File: src/rtl/i2c_target_ctrl_pkg.sv
`default_nettype none
// ----------------------------------------------------------------------------
// i2c_pkg : shared types and constants for the I2C target controller
// Rev 1.0 : initial release
// ----------------------------------------------------------------------------
package i2c_pkg;

  typedef enum logic [3:0] {
    ST_IDLE     = 4'd0,
    ST_ADDR     = 4'd1,
    ST_ADDR_ACK = 4'd2,
    ST_PTR      = 4'd3,
    ST_WR       = 4'd4,
    ST_W_ACK    = 4'd5,
    ST_RD       = 4'd6,
    ST_R_ACK    = 4'd7,
    ST_IGNORE   = 4'd8
  } i2c_tgt_state_e;

  localparam logic I2C_RW_WRITE = 1'b0;
  localparam logic I2C_RW_READ  = 1'b1;
  localparam logic I2C_ACK      = 1'b0;
  localparam logic I2C_NACK     = 1'b1;

endpackage
`default_nettype wire

File: src/rtl/i2c_target_ctrl_glitch_filter.sv
`default_nettype none
// ----------------------------------------------------------------------------
// i2c_glitch_filter : 2-flop synchronizer, FILT_LEN-sample filter, edge pulses
// Rev 1.0 : initial release
// ----------------------------------------------------------------------------
module i2c_glitch_filter #(
  parameter int unsigned FILT_LEN = 3
) (
  input  logic clk,
  input  logic rst_n,
  input  logic din,
  output logic level,
  output logic rise,
  output logic fall
);

  logic [1:0]          r_sync;
  logic [FILT_LEN-1:0] w_window;
  logic                w_all_hi;
  logic                w_all_lo;
  logic                r_level;
  logic                r_rise;
  logic                r_fall;

  always_ff @(posedge clk or negedge rst_n) begin
    if (!rst_n) begin
      r_sync <= 2'b11;
    end else begin
      r_sync <= {r_sync[0], din};
    end
  end

  // Window = newest synchronized sample plus FILT_LEN-1 older ones
  generate
    if (FILT_LEN == 1) begin : g_single
      assign w_window = r_sync[1];
    end else begin : g_multi
      logic [FILT_LEN-2:0] r_hist;
      assign w_window = {r_hist, r_sync[1]};
      always_ff @(posedge clk or negedge rst_n) begin
        if (!rst_n) begin
          r_hist <= '1;
        end else begin
          r_hist <= w_window[FILT_LEN-2:0];
        end
      end
    end
  endgenerate

  assign w_all_hi = &w_window;
  assign w_all_lo = ~|w_window;

  always_ff @(posedge clk or negedge rst_n) begin
    if (!rst_n) begin
      r_level <= 1'b1;
      r_rise  <= 1'b0;
      r_fall  <= 1'b0;
    end else begin
      r_rise <= w_all_hi & ~r_level;
      r_fall <= w_all_lo & r_level;
      if (w_all_hi) begin
        r_level <= 1'b1;
      end else if (w_all_lo) begin
        r_level <= 1'b0;
      end
    end
  end

  assign level = r_level;
  assign rise  = r_rise;
  assign fall  = r_fall;

endmodule
`default_nettype wire

File: src/rtl/i2c_target_ctrl.sv
`default_nettype none
// ----------------------------------------------------------------------------
// i2c_target_ctrl : I2C target mapping bus transfers onto an 8-bit register port
// Rev 1.0 : initial release
// ----------------------------------------------------------------------------
module i2c_target_ctrl
  import i2c_pkg::*;
#(
  parameter logic [6:0]  TARGET_ADDR = 7'h50,
  parameter int unsigned FILT_LEN    = 3
) (
  input  logic       clk,
  input  logic       rst_n,
  input  logic       scl_i,
  input  logic       sda_i,
  output logic       sda_oe,
  output logic [7:0] reg_addr,
  output logic       reg_wr,
  output logic [7:0] reg_wdata,
  output logic       reg_rd,
  input  logic [7:0] reg_rdata,
  output logic       busy
);

  logic w_scl_lvl, w_scl_rise, w_scl_fall;
  logic w_sda_lvl, w_sda_rise, w_sda_fall;

  i2c_glitch_filter #(.FILT_LEN(FILT_LEN)) u_scl_filt (
    .clk   (clk),
    .rst_n (rst_n),
    .din   (scl_i),
    .level (w_scl_lvl),
    .rise  (w_scl_rise),
    .fall  (w_scl_fall)
  );

  i2c_glitch_filter #(.FILT_LEN(FILT_LEN)) u_sda_filt (
    .clk   (clk),
    .rst_n (rst_n),
    .din   (sda_i),
    .level (w_sda_lvl),
    .rise  (w_sda_rise),
    .fall  (w_sda_fall)
  );

  i2c_tgt_state_e r_state, w_state_nx;
  logic [7:0] r_shift, w_shift_nx;
  logic [3:0] r_cnt, w_cnt_nx;
  logic [7:0] r_ptr, w_ptr_nx;
  logic [7:0] r_wdata, w_wdata_nx;
  logic       r_sda_oe, w_oe_nx;
  logic       r_reg_wr, w_wr_nx;
  logic       r_reg_rd, w_rd_nx;
  logic       r_busy, w_busy_nx;
  logic       r_rw, w_rw_nx;
  logic       r_inc, w_inc_nx;
  logic       r_rd_load;
  logic       w_start, w_stop, w_addr_match;
  logic [7:0] w_byte;

  assign w_start      = w_sda_fall & w_scl_lvl;
  assign w_stop       = w_sda_rise & w_scl_lvl;
  assign w_byte       = {r_shift[6:0], w_sda_lvl};
  assign w_addr_match = (w_byte[7:1] == TARGET_ADDR) && (w_byte[7:1] != 7'd0);

  always_ff @(posedge clk or negedge rst_n) begin
    if (!rst_n) begin
      r_state <= ST_IDLE;
    end else begin
      r_state <= w_state_nx;
    end
  end

  // ACK states use r_cnt as a phase: 0 = awaiting ACK-slot fall, 1/2 = later
  always_comb begin
    w_state_nx = r_state;
    w_shift_nx = r_shift;
    w_cnt_nx   = r_cnt;
    w_ptr_nx   = r_ptr;
    w_oe_nx    = r_sda_oe;
    w_wr_nx    = 1'b0;
    w_wdata_nx = r_wdata;
    w_rd_nx    = 1'b0;
    w_busy_nx  = r_busy;
    w_rw_nx    = r_rw;
    w_inc_nx   = r_inc;
    if (r_rd_load) begin
      w_shift_nx = reg_rdata;
    end
    if (w_start) begin
      w_state_nx = ST_ADDR;
      w_cnt_nx   = 4'd0;
      w_oe_nx    = 1'b0;
      w_inc_nx   = 1'b0;
    end else if (w_stop) begin
      w_state_nx = ST_IDLE;
      w_cnt_nx   = 4'd0;
      w_oe_nx    = 1'b0;
      w_inc_nx   = 1'b0;
      w_busy_nx  = 1'b0;
    end else begin
      case (r_state)
        ST_ADDR, ST_PTR, ST_WR: begin
          if (w_scl_rise) begin
            w_shift_nx = w_byte;
            w_cnt_nx   = r_cnt + 4'd1;
            if (r_cnt == 4'd7) begin
              w_cnt_nx = 4'd0;
              if (r_state == ST_ADDR) begin
                if (w_addr_match) begin
                  w_state_nx = ST_ADDR_ACK;
                  w_rw_nx    = w_byte[0];
                  w_rd_nx    = (w_byte[0] == I2C_RW_READ);
                end else begin
                  w_state_nx = ST_IGNORE;
                end
              end else if (r_state == ST_PTR) begin
                w_ptr_nx   = w_byte;
                w_state_nx = ST_W_ACK;
              end else begin
                w_wr_nx    = 1'b1;
                w_wdata_nx = w_byte;
                w_inc_nx   = 1'b1;
                w_state_nx = ST_W_ACK;
              end
            end
          end
        end
        ST_ADDR_ACK, ST_W_ACK: begin
          if (w_scl_fall) begin
            if (r_cnt == 4'd0) begin
              w_oe_nx  = 1'b1;
              w_cnt_nx = 4'd1;
              if (r_state == ST_ADDR_ACK) begin
                w_busy_nx = 1'b1;
              end
            end else begin
              w_cnt_nx = 4'd0;
              w_oe_nx  = 1'b0;
              if (r_state == ST_W_ACK) begin
                w_state_nx = ST_WR;
                w_inc_nx   = 1'b0;
                if (r_inc) begin
                  w_ptr_nx = r_ptr + 8'd1;
                end
              end else if (r_rw == I2C_RW_READ) begin
                w_oe_nx    = ~r_shift[7];
                w_state_nx = ST_RD;
              end else begin
                w_state_nx = ST_PTR;
              end
            end
          end
        end
        ST_RD: begin
          if (w_scl_rise) begin
            w_cnt_nx = r_cnt + 4'd1;
            if (r_cnt == 4'd7) begin
              w_cnt_nx   = 4'd0;
              w_state_nx = ST_R_ACK;
            end
          end else if (w_scl_fall && (r_cnt != 4'd0)) begin
            w_shift_nx = {r_shift[6:0], 1'b0};
            w_oe_nx    = ~r_shift[6];
          end
        end
        ST_R_ACK: begin
          if (w_scl_fall && (r_cnt == 4'd0)) begin
            w_oe_nx  = 1'b0;
            w_cnt_nx = 4'd1;
          end else if (w_scl_rise && (r_cnt == 4'd1)) begin
            if (w_sda_lvl == I2C_ACK) begin
              w_ptr_nx = r_ptr + 8'd1;
              w_rd_nx  = 1'b1;
              w_cnt_nx = 4'd2;
            end else begin
              w_oe_nx    = 1'b0;
              w_cnt_nx   = 4'd0;
              w_state_nx = ST_IGNORE;
            end
          end else if (w_scl_fall && (r_cnt == 4'd2)) begin
            w_oe_nx    = ~r_shift[7];
            w_cnt_nx   = 4'd0;
            w_state_nx = ST_RD;
          end
        end
        default: ;
      endcase
    end
  end

  always_ff @(posedge clk or negedge rst_n) begin
    if (!rst_n) begin
      r_shift   <= 8'd0;
      r_cnt     <= 4'd0;
      r_ptr     <= 8'd0;
      r_wdata   <= 8'd0;
      r_sda_oe  <= 1'b0;
      r_reg_wr  <= 1'b0;
      r_reg_rd  <= 1'b0;
      r_rd_load <= 1'b0;
      r_busy    <= 1'b0;
      r_rw      <= 1'b0;
      r_inc     <= 1'b0;
    end else begin
      r_shift   <= w_shift_nx;
      r_cnt     <= w_cnt_nx;
      r_ptr     <= w_ptr_nx;
      r_wdata   <= w_wdata_nx;
      r_sda_oe  <= w_oe_nx;
      r_reg_wr  <= w_wr_nx;
      r_reg_rd  <= w_rd_nx;
      r_rd_load <= r_reg_rd;
      r_busy    <= w_busy_nx;
      r_rw      <= w_rw_nx;
      r_inc     <= w_inc_nx;
    end
  end

  assign sda_oe    = r_sda_oe;
  assign reg_addr  = r_ptr;
  assign reg_wr    = r_reg_wr;
  assign reg_wdata = r_wdata;
  assign reg_rd    = r_reg_rd;
  assign busy      = r_busy;

endmodule
`default_nettype wire

File: config.mk
export PLATFORM = sky130hd
export DESIGN_NAME = i2c_target_ctrl
export DESIGN_NICKNAME = d
export VERILOG_FILES = /design/src/rtl/i2c_target_ctrl_pkg.sv /design/src/rtl/i2c_target_ctrl_glitch_filter.sv /design/src/rtl/i2c_target_ctrl.sv
export SDC_FILE = /design/constraint.sdc
export NUM_CORES = 1
export LEC_CHECK = 0
export CAP_MARGIN = 0
export CORE_MARGIN = 2
export CORE_UTILIZATION = 55
export CTS_CLUSTER_SIZE = 20
export DETAILED_ROUTE_END_ITERATION = 6
export GPL_ROUTABILITY_DRIVEN = 0
export HOLD_SLACK_MARGIN = 0.12
export PLACE_DENSITY = 0.78
export RECOVER_POWER = 25
export SKIP_CTS_REPAIR_TIMING = 1
export SLEW_MARGIN = 20
export SYNTH_ARGS = -nofsm -noshare
export SYNTH_HDL_FRONTEND = slang
export SYNTH_SLANG_ARGS = --single-unit
File: constraint.sdc
create_clock -name clk -period 3 [get_ports clk]
set_clock_uncertainty 0.15 [all_clocks]
set_input_delay 0.45 -clock clk [delete_from_list [all_inputs] [get_ports clk]]
set_output_delay 0.45 -clock clk [all_outputs]
set_load 0.05 [all_outputs]
======== Yosys cells after proc, flatten, opt, wreduce, memory -nomap -nowiden ========
Index checks and enable logic that the tools add are counted.
cells by class
  reductions and logical operators ........ 34
  mux-type cells .......................... 96
  add/sub/neg operators ................... 2
  equal/unequal tests ..................... 41
  bitwise operators ....................... 14
operator list
  operator                                                number
  2-to-1 mux 8 bit                                        17
  2-to-1 mux 4 bit                                        22
  2-to-1 mux 1 bit                                        47
  inequality test 4 bit (second input constant)           9
  one-hot mux 8 bit (3 select lines)                      1
  equality test 4 x 3 -> 1 bit (second input constant)    5
  inequality test 2 bit (second input constant)           9
  one-hot mux 4 bit (4 select lines)                      1
  one-hot mux 8 bit (2 select lines)                      1
  AND reduction 14 bit                                    1
  AND reduction 7 bit                                     2
  equality test 4 x 2 -> 1 bit (second input constant)    3
  inequality test 4 x 3 -> 1 bit (second input constant)  3
  one-hot mux 4 bit (3 select lines)                      1
  AND reduction 10 bit                                    1
  nonzero test 5 bit                                      2
  OR reduction 3 bit                                      3
  adder 8 x 1 -> 8 bit (second input constant)            1
  equality test 4 x 1 -> 1 bit (second input constant)    2
  inequality test 2 x 1 -> 1 bit (second input constant)  4
  NOT 1 bit                                               8
  AND reduction 8 bit                                     1
  nonzero test 2 bit                                      4
  nonzero test 4 bit                                      2
  other kinds (24)                                        37
storage, ports and cells
  output and inout bits ................... 20
  input port bits ......................... 12
  logic and storage cells ................. 209
  register bits after elaboration ......... 53

======== Depth between registers and ports, before layout ========
  depth in word-level cells ............... 9
  gate-level depth with buffers ........... 8
  gate-level depth less buffers ........... 7

======== Modules after synthesis ========
A second synthesis with hierarchy kept.
unflattened totals
  cells, all modules ...................... 295
  area, all modules ....................... 2996.6 um^2
modules (own cells, without submodules)
  module             area an instance (um^2)  times used  cells an instance  sequential area each (um^2)
  i2c_target_ctrl    2538.7                   1           267                975.9
  i2c_glitch_filter  229.0                    2           14                 181.4

======== Worst setup path before layout ========
OpenSTA, ideal clock, no wires.
  path type ............................... reg2reg
  from .................................... register r_cnt[0]
  to ...................................... register r_shift[1]
  data required time ...................... 2.725 ns
  path slack .............................. 0.752 ns
  stages on the path, launching flop included .. 8
  arrival time ............................ 1.973 ns
  cells stage by stage .................... dfrtp_1 > inv_1 > ha_1 > nor3b_2 > or3_1 > nand2b_1 > a21oi_4 > mux2_4
between the ends
  cells in the longest elaborated chain, start to end .. 7
ends and longest elaborated chain
  item                                RTL line                RTL
  from (decl)                         i2c_target_ctrl.sv:48   logic [3:0] r_cnt, w_cnt_nx;
  from (signal assigned)              i2c_target_ctrl.sv:207  r_cnt <= w_cnt_nx;
  nonzero test 4 bit                  i2c_target_ctrl.sv:162  end else if (w_scl_fall && (r_cnt != 4'd0)) begin
  logical AND 1 bit                   i2c_target_ctrl.sv:162
  2-to-1 mux 8 bit                    i2c_target_ctrl.sv:162
  2-to-1 mux 8 bit                    i2c_target_ctrl.sv:156  if (w_scl_rise) begin
  one-hot mux 8 bit (2 select lines)  i2c_target_ctrl.sv:102  case (r_state)
  2-to-1 mux 8 bit                    i2c_target_ctrl.sv:95   end else if (w_stop) begin
  2-to-1 mux 8 bit                    i2c_target_ctrl.sv:90   if (w_start) begin
  net w_shift_nx[1]                   i2c_target_ctrl.sv:47   logic [7:0] r_shift, w_shift_nx;
  to (signal assigned)                i2c_target_ctrl.sv:206  r_shift <= w_shift_nx;
  to (decl)                           i2c_target_ctrl.sv:47
The timed path passes the listed nets, and every way through them passes these cells.
A chain may end at the register's enable or synchronous reset.

======== Worst setup path after layout ========
  from .................................... register r_state[1]
  to ...................................... register r_ptr[4] (netlist: reg_addr[4])
between the ends
  cells in the longest elaborated chain, start to end .. 4
  elaborated cells on any way between the ends .. 22
ends and longest elaborated chain
  item                                                                     RTL line                                        RTL
  from (decl)                                                              i2c_target_ctrl.sv:46                           i2c_tgt_state_e r_state, w_state_nx;
  from (signal assigned)                                                   i2c_target_ctrl.sv:70                           r_state <= w_state_nx;
  equality test 4 x 1 -> 1 bit (tied with other cells)                     i2c_target_ctrl.sv:102, i2c_target_ctrl.sv:109
  OR reduction 3 bit / OR reduction 2 bit (equally long branches)          i2c_target_ctrl.sv:102
  inequality test 2 x 1 -> 1 bit (no source line) (tied with other cells)  -
  AND reduction 14 bit (no source line)                                    -
  to (signal assigned)                                                     i2c_target_ctrl.sv:208                          r_ptr <= w_ptr_nx;
  to (decl)                                                                i2c_target_ctrl.sv:49                           logic [7:0] r_ptr, w_ptr_nx;
Several ways; a longest one is shown, not always the timed one.

==> flow_summary.ini <==
[yosys]
yosys_warnings = 0
netlist_top_cells_area = dfrtp_1, dfstp_2, mux2_4
syn_nets = 313
synthFlopType = dfrtp_1
ys_ff_latch = 53
async_flop_share = 1.00
synth_area_leader_cell = dfrtp_1
netlist_area_um2 = 3140
postSynthCellCount = 296
synth_edf_count = 0
ys_seq_area_frac = 0.427
synth_cell_type_count = 72
synth_area_per_cell_um2 = 10.6
synth_top_area_share = 0.343

[setup_path]
reg2reg_depth = 6
r2r_setup_slack_ns = 0.45
worstSetupPathType = flip-flop to flip-flop
cp_data_required_time_ns = 3.03
rr_startpoint = r_state[1]
cp_max_fo = 20
cp-start-kind = flip-flop
cp-end-kind = flip-flop
r2r_end = reg_addr[4]
cp_data_arrival_time_ns = 2.58

[clocking]
cts_htree_levels = 2
cts.clk_slew.worst_paths_ns = 0.10
cts-buffers-inserted = 5
clock_latency_ns = 0.32
cts_tree = done
clkSinkCount = 53
root_buffer = clkbuf_8
clockBufferDepth = 2

[grt]
grt_max_degree = 27
grt_pass1_wl_mm = 12.2
grt-ovfl-total = 0
grt_pass1_vias = 2528
grt_usage = 0.248
antenna_found_initial = 0

[layout]
final_core_util = 0.653
drive_gt1_frac = 0.178
nFillCells = 446
final_nets = 342
stdcell_count = 398
design_area_um2 = 3600
antenna_cells = 0
area_growth_pct = 14.7

[placed_design]
placed_cells = 389
pre_cts_ws_ns = 0.509
io_buffers = 31
dp_hpwl_mm = 5.19
placed_area_um2 = 3480

[floorplanning]
ios = 32
die_h_um = 79.5
core_region_area_um2 = 5510
die_x_um = 79.5
initial_core_util = 0.570
die-area_um2 = 6320
rows = 27

[timing]
slew_headroom = 0.0523
slew_violations = 0
rsz0062_at_grt = no
fin_ws_ns = 0.450
tightestPinTransition_ns = 1.42
setup_viol = 0
fmax_mhz = 392
fin_setup_tns_ns = 0
fin_crit_sh = 0.850
period_minus_slack_ns = 2.55
hold_viol = 0
hold_ws_ns = 0.216

[detailed_routing]
dr.first_iter.drc_count = 187
num_vias = 2511
routedWlPerCell_um = 18.0
drc = 0
drt_first_pass_iters = 4
routed_wirelength_mm = 7.18
vias_per_cell = 6.31
ant_nets = 0

[power]
total_power_mw = 3.28
vdd_drop_max_mv = 0.540
power.density_nw_per_um2 = 913
leakage_nw = 1.50

[min_path]
min_path_cells = 0
hp-class = flip-flop to flip-flop
whs_endpoint = u_sda_filt.r_sync[1]
worstHoldStart = u_sda_filt.r_sync[0]

[outcome]
outcome = complete, no violations

[job]
max-cap-violations = 0
[Yosys cell counts, types with 5 or more instances]
library cell,instances
nor3_1,16
a21oi_1,8
o21ai_1,5
a2bb2oi_1,6
clkbuf_1,5
nand2_1,13
inv_1,6
dfstp_2,10
nor2_1,14
a21o_1,5
o21a_1,5
dfrtp_1,43
o21ai_0,14
mux2_2,8
buf_4,9
nor4_1,6
nand3_1,10
nor4b_1,5
ha_1,5
mux2_4,15
nand2b_1,5
a31oi_1,6
[report_power, final]
group | switching (mW) | total, mW | internal (mW)
Combinational | 0.947 | 1.65 | 0.702
Sequential | 0.291 | 1.16 | 0.864
Clock | 0.258 | 0.479 | 0.221
Total | 1.50 | 3.28 | 1.79
[worst max-delay path, stage by stage, from the launching register on]
cell and delay (ns):
dfrtp_1 0.74, nor2b_1 0.16, a211oi_2 0.34, nand4_1 0.31, buf_4 0.25, nor2_1 0.32
a2bb2oi_1 0.14
[kinds of logic (layout without fill, tap and decap cells)]
group           Yosys count  in the layout  synth area share
buf+inv                  24             54            0.0423
compound gates           82             82             0.191
mux                      28             28             0.117
simple gates            103            103             0.200
fa+ha+maj                 5              5            0.0199
flops                    53             53             0.427
xor+xnor                  1              1           0.00279
[cell type report]
type | count | area (um^2) | share of cell area
Clock buffer | 6 | 93.8 | 0.0261
Clock inverter | 2 | 17.5 | 0.00487
Inverter | 7 | 26.3 | 0.00730
Multi-Input combinational cell | 219 | 1670 | 0.463
Sequential cell | 53 | 1340 | 0.372
Tap cell | 72 | 90.1 | 0.0250
Timing Repair Buffer | 39 | 367 | 0.102
[worst max-delay path by stage]
stage,startpoint,to,slack [ns],cells after the start
final,r_state[1],reg_addr[4],0.45,6
after global routing,r_cnt[0],r_cnt[1],0.29,6
after CTS,r_state[0],r_shift[7],0.48,6
after detailed placement,r_state[0],r_shift[7],0.51,6
after global placement,r_cnt[0],r_shift[7],0.57,7
after floorplan,r_cnt[0],r_shift[1],0.75,7
[routing by layer]
layer  GRT usage  wire length (um)  vias up  share of wire
met4       0.109               181        0          0.025
met3      0.0452               430       16          0.060
met2       0.416              3450       94           0.48
met5           0                 0        -              0
li1            -                 -     1184              -
met1       0.312              3120     1217           0.43
[flip-flops by register name, indices dropped and copies added, names as in the netlist, 4 cells and up]
| name | cells |
|---|---|
| r_shift | 8 |
| reg_addr | 8 |
| reg_wdata | 8 |
| r_cnt | 4 |
| r_state | 4 |
[layout by cell type (no fill, tap or decap), types with 3 or more instances in the layout]
master           instances
nor3_1                  16
nor4b_1                  5
dfstp_1                  6
a31oi_1                  6
nand2_1                 13
o21ai_0                 14
a21oi_1                  8
ha_1                     5
a2bb2oi_1                6
nor2_1                  14
or3b_1                   3
buf_4                    7
dfstp_2                  4
clkdlybuf4s50_1         28
nor4_1                   6
nand4_1                  4
mux2_4                  15
inv_1                    6
nand2b_1                 5
clkbuf_8                 5
mux2_2                   8
o21a_1                   5
o211ai_1                 4
nand3_1                 10
dfrtp_1                 43
mux2i_1                  4
dlygate4sd3_1            3
and3_1                   3
a21o_1                   5
o21ai_1                  5
a21oi_2                  3
Note: power is estimated with default switching activity, not from simulation.
==> RTL edit, RTL diff (same flow settings) <==
`FILT_LEN` is set to 3 in 2 places; all go to 5.
--- a/src/rtl/i2c_target_ctrl_glitch_filter.sv
+++ b/src/rtl/i2c_target_ctrl_glitch_filter.sv
@@ -4,7 +4,7 @@
 // Rev 1.0 : initial release
 // ----------------------------------------------------------------------------
 module i2c_glitch_filter #(
-  parameter int unsigned FILT_LEN = 3
+  parameter int unsigned FILT_LEN = 5
 ) (
   input  logic clk,
   input  logic rst_n,
--- a/src/rtl/i2c_target_ctrl.sv
+++ b/src/rtl/i2c_target_ctrl.sv
@@ -7,7 +7,7 @@
   import i2c_pkg::*;
 #(
   parameter logic [6:0]  TARGET_ADDR = 7'h50,
-  parameter int unsigned FILT_LEN    = 3
+  parameter int unsigned FILT_LEN    = 5
 ) (
   input  logic       clk,
   input  logic       rst_n,
Formal check against the unedited RTL: same outputs for any inputs over 10 cycles, from zero or initial values and one cycle with rst_n low; that may be too few to reach the edited logic, so the function may still have changed.
==> RTL edit against the original RTL <==
- the run now ends with max-capacitance violations, max-slew violations left
- highest routed layer unchanged
- die area increased by 5.0%
- sequential cell count increased by 4
- area after synthesis increased by 5.3%
- cell area increased by 8.1%
- worst setup slack got worse by 0.015 ns
- routed wire length increased by 7.0%
- combinational power decreased by 7%
- synthesized cell count increased by 4.1%
- power increased by 0.84%
- clock power increased by 49%
==> RTL edit: results (changes against the original RTL) <==
* F_max at 0.390 GHz (was 0.392 GHz)
* Synthesized-area fraction occupied by adder cells at 0.0189 (was 0.0199)
* Vias per cell at 6.27 (was 6.31)
* Total GRT Usage at 0.258 (was 0.248)
* Hold Crit Start: u_scl_filt.r_sync[0]$_DFF_PN1_ (was u_sda_filt.r_sync[0]$_DFF_PN1_)
* Inst Count DP at 408 (was 389)
* Layout cell share with drive strength beyond 1 at 0.226 (was 0.178)
* Fillers at 442 (was 446)
* Final slew viol count at 41 (was 0)
* Max Cap Viol at 1 (was 0)
* XOR/XNOR share of the synthesized area at 0 (was 0.00279)
* Crit-path max cell delay at 0.76 ns (was 0.74 ns)
* Nets@finish at 361 (was 342)
* # H-tree levels at 3 (was 2)
* DRT Pass-1 Iters at 6 (was 4)
* Leakage at 1.65 nW (was 1.50 nW)
* First-pass GRT wire length at 13,000 um (was 12,200 um)
* Routed WL at 7680 um (was 7180 um)
* Synth Area in Compound Gates at 0.191 (about the same)
* Multiplexer share of the synthesized area at 0.104 (was 0.117)
* R2R Path End: reg_addr[1]$_DFFE_PN0P_ (was reg_addr[4]$_DFFE_PN0P_)
* Dpl ws at 0.484 ns (was 0.509 ns)
* Violated checks: max-capacitance violations, max-slew violations
* Gate Count Post-Synth at 308 (was 296)
* Clk Latency, worst-skew pair at 0.34 ns (was 0.32 ns)
* Worst path arrival time at 2.63 ns (was 2.58 ns)
* Synthesized net count at 325 (was 313)
* Commonest cells in the netlist: 43 x dfrtp_1, 24 x mux2_2, 21 x nor2_1, 19 x nand2_1, 16 x a21oi_1 (was 43 x dfrtp_1, 16 x nor3_1, 15 x mux2_4, 14 x nor2_1, 14 x o21ai_0)
* Worst VDD drop at 0.655 mV (was 0.540 mV)
* Final Hold Slack at 0.213 ns (was 0.216 ns)
* Dpl hpwl at 5380 um (was 5190 um)
* Status: complete, but fails checks (was complete, no violations)
* Drt wl/cell at 18.1 um (was 18.0 um)
* Synth area leaders: dfrtp_1 33%, dfstp_2 11%, mux2_2 8.2%, a21oi_1 2.4%, nor2_1 2.4% (was dfrtp_1 34%, dfstp_2 8.4%, mux2_4 7.2%, mux2_2 2.9%, nor3_1 2.6%)
* Post-Place Cell Area at 3700 um2 (was 3480 um2)
## RTL edit: cell types whose count changed in the layout (fill, tap and decap cells not counted), moves of 5 or more
cell      delta
mux2_2      +16
mux2_4      -13
a21oi_1      +8
o21ai_0      -8
nor2_1       +7
nand2_1      +6
buf_4        +5
clkbuf_8     +5
nor2b_1      +5
nor3_1       -5
o21ai_1      -5
## RTL edit: worst max-delay path by stage
| stage | endpoint | cells after the start |
|---|---|---|
| floorplan | r_shift[1]$_DFF_PN0_ | 8 |
| global placement | reg_addr[1]$_DFFE_PN0P_ | 5 |
| detailed placement | reg_addr[1]$_DFFE_PN0P_ | 5 |
| CTS | reg_addr[1]$_DFFE_PN0P_ | 5 |
| global route | reg_addr[1]$_DFFE_PN0P_ | 6 |
| finish | reg_addr[1]$_DFFE_PN0P_ | 6 |
## RTL edit: cell type report
class | count | area, um2 | share of cell area
Inverter | 6 | 22.5 | 0.00579
Clock buffer | 11 | 141 | 0.0363
Tap cell | 75 | 93.8 | 0.0241
Timing Repair Buffer | 43 | 394 | 0.101
Multi-Input combinational cell | 227 | 1740 | 0.447
Clock inverter | 5 | 55.1 | 0.0141
Sequential cell | 57 | 1440 | 0.371
## RTL edit: power by group through the flow
stage | clock network, mW | logic, mW | registers (mW)
floorplan | 0 | 1.00 | 1.19
global placement | 0 | 1.48 | 1.07
detailed placement | 0 | 1.50 | 1.07
CTS | 0.725 | 1.51 | 1.06
global route | 0.756 | 1.66 | 1.08
finish | 0.714 | 1.53 | 1.06
## RTL edit: critical path, delay by kind of cell (launching register included)
kind	cells	cell delay (ns)
flip-flops	1	0.76
multiplexers	1	0.33
AND/OR/NAND/NOR	2	0.49
buffers and inverters	1	0.25
AO/OA/AOI/OAI	2	0.47
